### config.mk
export PLATFORM = sky130hd
export DESIGN_NAME = ex_bypass_unit
export DESIGN_NICKNAME = d
export VERILOG_FILES = /design/src/rtl/ex_bypass_unit_pkg.sv /design/src/rtl/ex_bypass_unit_select.sv /design/src/rtl/not_equal.sv /design/src/rtl/ex_bypass_unit.sv
export SDC_FILE = /design/constraint.sdc
export NUM_CORES = 1
export LEC_CHECK = 0
export ABC_AREA = 1
export ABC_CLOCK_PERIOD_IN_PS = 1900
export CORE_MARGIN = 2
export CORE_UTILIZATION = 44
export DETAILED_ROUTE_END_ITERATION = 6
export GPL_ROUTABILITY_DRIVEN = 0
export PLACE_DENSITY = 0.91
export SLEW_MARGIN = 20
export SYNTH_ARGS = -nofsm -noshare
export SYNTH_HDL_FRONTEND = slang
export SYNTH_SLANG_ARGS = --single-unit
### constraint.sdc
create_clock -name clock -period 1.9 [get_ports clock]
set_clock_uncertainty 0.05 [all_clocks]
set_input_delay 0.285 -clock clock [delete_from_list [all_inputs] [get_ports clock]]
set_output_delay 0.285 -clock clock [all_outputs]
set_load 0.05 [all_outputs]
### src/rtl/ex_bypass_unit_pkg.sv
// Shared definitions for the execute-stage bypass slice: opcode constants
// and the operand-source select encoding.
package ex_bypass_unit_pkg;

    localparam logic [4:0] OP_ALU  = 5'b00000;
    localparam logic [4:0] OP_ADDI = 5'b00101;
    localparam logic [4:0] OP_LW   = 5'b01000;
    localparam logic [4:0] OP_SW   = 5'b00111;

    typedef enum logic [1:0] {
        SEL_RF = 2'd0,
        SEL_XM = 2'd1,
        SEL_MW = 2'd2
    } sel_e;

endpackage

### src/rtl/ex_bypass_unit_select.sv
// Per-source bypass selection: picks regfile, X/M or M/W data for one
// source register and flags a load-use hazard against X/M.
module bypass_select
    import ex_bypass_unit_pkg::*;
#(
    parameter int DATA_W = 32,
    parameter int REG_W  = 5
) (
    input  logic [REG_W-1:0]  src,
    input  logic              src_used,
    input  logic [DATA_W-1:0] rf_data,
    input  logic              xm_valid,
    input  logic              xm_writes,
    input  logic              xm_is_load,
    input  logic [REG_W-1:0]  xm_rd,
    input  logic [DATA_W-1:0] xm_result,
    input  logic              mw_valid,
    input  logic              mw_writes,
    input  logic [REG_W-1:0]  mw_rd,
    input  logic [DATA_W-1:0] mw_data,
    output sel_e              sel,
    output logic [DATA_W-1:0] data,
    output logic              lu_hit
);

    localparam logic [REG_W-1:0] R0 = '0;

    logic xm_src_ne;
    logic xm_rd_nz;
    logic mw_src_ne;
    logic mw_rd_nz;
    logic xm_match;
    logic mw_match;

    not_equal #(.W(REG_W)) u_xm_src (.a(xm_rd), .b(src), .ne(xm_src_ne));
    not_equal #(.W(REG_W)) u_xm_r0  (.a(xm_rd), .b(R0),  .ne(xm_rd_nz));
    not_equal #(.W(REG_W)) u_mw_src (.a(mw_rd), .b(src), .ne(mw_src_ne));
    not_equal #(.W(REG_W)) u_mw_r0  (.a(mw_rd), .b(R0),  .ne(mw_rd_nz));

    // r0 destinations never match, so writes to r0 are invisible here
    assign xm_match = xm_valid & xm_writes & xm_rd_nz & ~xm_src_ne & src_used;
    assign mw_match = mw_valid & mw_writes & mw_rd_nz & ~mw_src_ne;

    always_comb begin
        sel    = SEL_RF;
        data   = rf_data;
        lu_hit = 1'b0;
        if (xm_match && !xm_is_load) begin
            sel  = SEL_XM;
            data = xm_result;
        end else begin
            // a load in X/M has no data yet; the older M/W value is only
            // presented while the controller holds the consumer for one cycle
            lu_hit = xm_match;
            if (mw_match) begin
                sel  = SEL_MW;
                data = mw_data;
            end
        end
    end

endmodule

### src/rtl/not_equal.sv
// Index comparator shared by the bypass logic: ne is high when a and b differ.
module not_equal #(
    parameter int W = 5
) (
    input  logic [W-1:0] a,
    input  logic [W-1:0] b,
    output logic         ne
);

    assign ne = |(a ^ b);

endmodule

### src/rtl/ex_bypass_unit.sv
// Execute-stage operand bypass: owns the X/M and M/W destination registers,
// forwards ALU operands and raises a one-cycle load-use stall.
module ex_bypass_unit
    import ex_bypass_unit_pkg::*;
#(
    parameter int DATA_W = 32,
    parameter int REG_W  = 5,
    parameter int OP_W   = 5
) (
    input  logic              clock,
    input  logic              reset,
    input  logic              stall,
    input  logic              flush,
    input  logic [OP_W-1:0]   dx_opcode,
    input  logic [REG_W-1:0]  dx_rs,
    input  logic [REG_W-1:0]  dx_rt,
    input  logic [DATA_W-1:0] dx_data_a,
    input  logic [DATA_W-1:0] dx_data_b,
    input  logic              ex_valid,
    input  logic [REG_W-1:0]  ex_rd,
    input  logic [DATA_W-1:0] ex_result,
    input  logic [DATA_W-1:0] mem_rdata,
    output logic [DATA_W-1:0] fwd_a,
    output logic [DATA_W-1:0] fwd_b,
    output logic [1:0]        sel_a,
    output logic [1:0]        sel_b,
    output logic              load_use_stall
);

    typedef struct packed {
        logic              valid;
        logic [OP_W-1:0]   op;
        logic [REG_W-1:0]  rd;
        logic [DATA_W-1:0] result;
    } xm_t;

    typedef struct packed {
        logic              valid;
        logic [OP_W-1:0]   op;
        logic [REG_W-1:0]  rd;
        logic [DATA_W-1:0] data;
    } mw_t;

    xm_t xm_q;
    mw_t mw_q;

    logic xm_writes;
    logic xm_is_load;
    logic mw_writes;
    logic rs_used;
    logic rt_used;
    logic lu_a;
    logic lu_b;
    sel_e sel_a_e;
    sel_e sel_b_e;

    assign xm_writes  = (xm_q.op == OP_W'(OP_ALU)) || (xm_q.op == OP_W'(OP_ADDI)) ||
                        (xm_q.op == OP_W'(OP_LW));
    assign xm_is_load = (xm_q.op == OP_W'(OP_LW));
    assign mw_writes  = (mw_q.op == OP_W'(OP_ALU)) || (mw_q.op == OP_W'(OP_ADDI)) ||
                        (mw_q.op == OP_W'(OP_LW));

    assign rs_used = (dx_opcode == OP_W'(OP_ALU)) || (dx_opcode == OP_W'(OP_ADDI)) ||
                     (dx_opcode == OP_W'(OP_LW))  || (dx_opcode == OP_W'(OP_SW));
    assign rt_used = (dx_opcode == OP_W'(OP_ALU));

    bypass_select #(.DATA_W(DATA_W), .REG_W(REG_W)) u_sel_a (
        .src        (dx_rs),
        .src_used   (rs_used),
        .rf_data    (dx_data_a),
        .xm_valid   (xm_q.valid),
        .xm_writes  (xm_writes),
        .xm_is_load (xm_is_load),
        .xm_rd      (xm_q.rd),
        .xm_result  (xm_q.result),
        .mw_valid   (mw_q.valid),
        .mw_writes  (mw_writes),
        .mw_rd      (mw_q.rd),
        .mw_data    (mw_q.data),
        .sel        (sel_a_e),
        .data       (fwd_a),
        .lu_hit     (lu_a)
    );

    bypass_select #(.DATA_W(DATA_W), .REG_W(REG_W)) u_sel_b (
        .src        (dx_rt),
        .src_used   (rt_used),
        .rf_data    (dx_data_b),
        .xm_valid   (xm_q.valid),
        .xm_writes  (xm_writes),
        .xm_is_load (xm_is_load),
        .xm_rd      (xm_q.rd),
        .xm_result  (xm_q.result),
        .mw_valid   (mw_q.valid),
        .mw_writes  (mw_writes),
        .mw_rd      (mw_q.rd),
        .mw_data    (mw_q.data),
        .sel        (sel_b_e),
        .data       (fwd_b),
        .lu_hit     (lu_b)
    );

    assign sel_a          = sel_a_e;
    assign sel_b          = sel_b_e;
    assign load_use_stall = lu_a | lu_b;

    // Global stall holds everything, including a pending flush; the
    // controller re-presents flush once the hold drops.
    always_ff @(posedge clock) begin
        if (reset) begin
            xm_q <= '0;
            mw_q <= '0;
        end else if (!stall) begin
            mw_q.valid <= xm_q.valid;
            mw_q.op    <= xm_q.op;
            mw_q.rd    <= xm_q.rd;
            mw_q.data  <= xm_is_load ? mem_rdata : xm_q.result;
            xm_q.valid <= ex_valid & ~flush & ~load_use_stall;
            xm_q.op    <= dx_opcode;
            xm_q.rd    <= ex_rd;
            xm_q.result <= ex_result;
        end
    end

endmodule

* Word level (Yosys, flattened, before mapping) *
Cells that the tools add are included.

storage, ports and cells
  output and inout bits = 69
  flip-flop bits (word level) = 86
  memories kept = 0
  input bits = 153
  logic and storage cells = 68
  memory bits (writable) = 0
  memory bits (read-only) = 0
  bits in latches = 0

cells by class
  magnitude comparators = 0
  add/sub/neg operators = 0
  bitwise gates (word level) = 23
  multiplexer cells = 11
  reduce and logical (&&, ||, !) cells = 19
  multiply operators = 0
  equal/unequal tests = 7
  shifts and indexed selects = 0
  divide/modulo/power cells = 0

operators with widths
  kind                                            number
  2-to-1 mux 32 bit                               5
  OR reduction 5 bit                              6
  == test 5 x 3 -> 1 bit (second input constant)  4
  XOR 5 bit                                       4
  == test 5 x 4 -> 1 bit (second input constant)  3
  logical NOT 5 bit                               3
  AND 1 bit                                       12
  2-to-1 mux 2 bit                                4
  logical OR 1 bit                                7
  NOT 1 bit                                       6
  logical AND 1 bit                               2
  2-to-1 mux 1 bit                                2
  logical NOT 1 bit                               1
  bitwise OR 1 bit                                1

* Longest topological paths before layout *
  depth after elaboration = 12
  gate-level depth with buffers = 11
  mapped depth without buffers = 11

* Cells and area by module *
A second synthesis with hierarchy kept.

unflattened totals
  cell total of the unflattened synthesis = 1231
  area, all modules = 6681.4 µm²

modules (own cells, without submodules)
  module          area each (µm²)  sequential area each (µm²)  cells each  times used
  ex_bypass_unit  3706.1           1721.7                      537         1
  bypass_select   1117.3           0.0                         255         2
  not_equal       92.6             0.0                         23          8

* Worst setup path before layout *
No wires, ideal clock.

  kind = reg2out
  start point = reg mw_q[33] (netlist name)
  end point = out fwd_b[1]
  arrival time = 2.227 ns
  path slack = -0.662 ns
  stages on the path, launching flop included = 9
  buffers on the path = 1
  data required time = 1.565 ns
  path through = dfxtp_1 > inv_1 > nand2_1 > nor4_1 > nor2_2 > nand2_4 > buf_2 > nor2_1 > o21ai_0

between the ends
  longest elaborated chain between the ends = 6
  elaborated cells on any way between the ends = 8
  classes of those cells = 2 x mux; 4 x bitwise; 2 x reduce/logical

RTL lines
  what                   line                         RTL
  from (decl)            ex_bypass_unit.sv:45         mw_t mw_q;
  XOR 5 bit              not_equal.sv:10              assign ne = |(a ^ b);
  OR reduction 5 bit     not_equal.sv:10
  NOT 1 bit              ex_bypass_unit_select.sv:42  assign mw_match = mw_valid & mw_writes & mw_rd_nz & ~mw_src_ne;
  AND 1 bit (*)          ex_bypass_unit_select.sv:42
  2-to-1 mux 32 bit (*)  ex_bypass_unit_select.sv:55  if (mw_match) begin
  2-to-1 mux 32 bit (*)  ex_bypass_unit_select.sv:48  if (xm_match && !xm_is_load) begin
  to (decl)              ex_bypass_unit.sv:24         output logic [DATA_W-1:0] fwd_b,

Every way passes the cells marked *; elsewhere a longest branch is shown, timed or not.

* Final worst setup path *
  start point = reg xm_q[34] (netlist name)
  end point = out fwd_b[7]

between the ends
  longest elaborated chain between the ends = 7
  elaborated cells on any way between the ends = 9
  classes of those cells = 1 x mux; 5 x bitwise; 3 x reduce/logical

RTL lines
  what                         line                         RTL
  from (decl)                  ex_bypass_unit.sv:44         xm_t xm_q;
  XOR 5 bit                    not_equal.sv:10
  OR reduction 5 bit           not_equal.sv:10
  NOT 1 bit                    ex_bypass_unit_select.sv:41  assign xm_match = xm_valid & xm_writes & xm_rd_nz & ~xm_src_ne & src_used;
  AND 1 bit (*) (2 in series)  ex_bypass_unit_select.sv:41
  logical AND 1 bit (*)        ex_bypass_unit_select.sv:48
  2-to-1 mux 32 bit (*)        ex_bypass_unit_select.sv:48

Marks and branches as above.

==> impl_metrics.tcl <==
set metrics [dict create \
    status "finished with violations" \
    violations "DRC, setup timing" \
    final_util 0.926 \
    overflow 0 \
    ant_nets 0 \
    synth-simple-area-share 0.388 \
    grt_pass1_vias 8149 \
    cts_buffers 9 \
    hold_buffers 0 \
    path_clk_slew_ns 0.07 \
    power.total_uw 5990 \
    synth-adder-area-share 0 \
    slew_viol_final 0 \
    finalSetupViolCount 69 \
    drt-wirelength-per-cell_um 24.9 \
    synth-compound-area-share 0.147 \
    ys_types 31 \
    die_h_um 116 \
    portBuffers 221 \
    ys_seq_elements 86 \
    core_area_sq_um 12200 \
    crit_fanout 23 \
    min_period_ns 2.82 \
    critPathKind "flip-flop to output port" \
    clk_path_buf_depth 2 \
    worstMarginPinSlew_ns 0.590 \
    holdWs_ns 0.339 \
    synth.avg_cell_area_sq_um 5.70 \
    multi_input_area_sq_um 4410 \
    antenna_found_initial 0 \
    synth_area_sq_um 5540 \
    synth_cells 972 \
    dpl.hpwl_um 15400 \
    finalHoldViolCount 0 \
    hp-class "input port to flip-flop" \
    synthToLayoutAreaGrowth_pct 103 \
    synthMuxAreaShare 0 \
    clock_sinks 86 \
    max_cap_violations 0 \
    die_area_sq_um 13500 \
    yosysTopAreaCell "dfxtp_1" \
    cts-root-buf "clkbuf_16" \
    insertion_delay_ns 0.34 \
    grt_pass1_wl_um 43300 \
    diodes 0 \
    slew_headroom 0.606 \
    initial_core_util 0.456 \
    dp_slack_ns -0.687 \
    wl_um 35100 \
    via_per_inst 6.35 \
    grt_max_degree 50 \
    gr-usage-all-layers 0.420 \
    final_common_cell "nand2_1" \
    synth_top_family_by_area "simple AND/OR/NAND/NOR gates" \
    rsz0062_at_grt "true" \
    die_x_um 116 \
    max_freq_ghz 0.354 \
    peakVddDrop_v 0.000462 \
    postPlaceCellArea_sq_um 9350 \
    fillers 430 \
    first_pass_iters 7 \
    crit_arrival_ns 2.49 \
    h-tree-depth 3 \
    post-route-period-util 1.49 \
    crit_path_start_kind "flip-flop" \
    io_pins 222 \
    fin_ws_ns -0.922 \
    dr_total_vias 8959 \
    fin_area_sq_um 11300 \
    layout.nets 1392 \
    netlist.area_leader.share 0.311 \
    ys_seq_area_frac 0.311 \
    syn-num-nets 1125 \
    power.density_nw_per_um2 532 \
    cp.required_ns 1.56 \
    fp-row-count 40 \
    yosys_warnings 0 \
    power_leakage_uw 0.00555 \
    seq_area_sq_um 1750 \
    cts_tree "built" \
    synth-xor-area-share 0.0206 \
    first_iter_violations 1691 \
    mostFrequentLayoutCells "293 x nand2_1, 141 x clkdlybuf4s50_1, 106 x inv_1" \
    drcViolationCount 15 \
    end_kind "output port" \
    yosys-top-cells-area "dfxtp_1 31%, nand2_1 29%, inv_1 7.8%" \
    layout-drive-gt1-share 0.352 \
]
[final cells by class]
| cell class | count | area share |
|---|---|---|
| Multi-Input combinational cell | 706 | 0.391 |
| Timing Repair Buffer | 315 | 0.364 |
| Sequential cell | 86 | 0.156 |
| Inverter | 121 | 0.0421 |
| Clock buffer | 11 | 0.0224 |
| Tap cell | 168 | 0.0187 |
| Clock inverter | 4 | 0.00622 |
[power by group]
group	switching, uW	internal [uW]
clock	778	1210
combinational	1050	888
sequential	146	1910
[Yosys cell counts]
| library cell | n |
|---|---|
| nand2_1 | 427 |
| inv_1 | 115 |
| dfxtp_1 | 86 |
| a21oi_1 | 73 |
| nor2_1 | 56 |
| nand3_1 | 40 |
| o21ai_1 | 40 |
| clkbuf_1 | 27 |
| o21ai_0 | 26 |
| buf_2 | 19 |
| a211oi_1 | 14 |
| xnor2_1 | 10 |
| inv_2 | 5 |
| buf_1 | 4 |
| nand4_1 | 4 |
| buf_4 | 3 |
| buf_6 | 3 |
| clkbuf_2 | 3 |
| xor2_1 | 3 |
| nand2_4 | 2 |
| nor3_2 | 2 |
| clkinv_2 | 1 |
| nand3_2 | 1 |
| nand3b_4 | 1 |
| nand4_2 | 1 |
| nor2_2 | 1 |
| nor3b_1 | 1 |
| nor4_1 | 1 |
| o2111ai_1 | 1 |
| o21bai_1 | 1 |
| or2_1 | 1 |
[sequential cells by signal, indices dropped and copies added, names as in the netlist]
signal,count
mw_q,43
xm_q,43
[critical path, cell delays in order, from the launching register on]
cell	delay, ns
dfxtp_2	0.34
inv_1	0.11
nand4_1	0.32
nand3_4	0.23
buf_6	0.13
inv_6	0.04
nand4_4	0.10
buf_12	0.22
nand2_1	0.23
o21ai_4	0.24
buf_12	0.16
[per-layer routing]
| metal | wire length (um) | track usage |
|---|---|---|
| met4 | 4080 | 0.290 |
| met3 | 5090 | 0.118 |
| met5 | 0 | 0 |
| met1 | 10500 | 0.460 |
| met2 | 15400 | 0.706 |
[cell families after synthesis]
logic type | Yosys count
AOI/OAI and AO/OA | 155
xor gates and xnor gates | 13
buffers and inverters | 180
DFF | 86
and+or+nand+nor | 538
[timing repair]
item / in CTS / in global routing
pin swaps: 30 / 41
buffers inserted: 20 / 14
gates resized for setup: 204 / 147
setup endpoints to repair: 69 / 101
gates cloned: 10 / 3
[path summary, 6_finish.rpt]
path / from / cells past startpoint / endpoint / slack (ns)
worst max-delay path: xm_q[34] / 10 / fwd_b[7] / -0.92
worst min-delay path: stall / 3 / xm_q[22] / 0.34
worst max register to register: xm_q[37] / 9 / mw_q[11] / 0.05
worst min register to register: mw_q[41] / 2 / mw_q[41] / 0.44
[through the flow]
stage / std cells / setup TNS, ns
global placement: 1359 / -32.51
floorplan: 972 / -0.0413
finish: 1411 / -48.19
CTS: 1404 / -33.39
detailed placement: 1359 / -35.23
global route: 1411 / -50.92
Note: power is estimated with default switching activity, not from simulation.
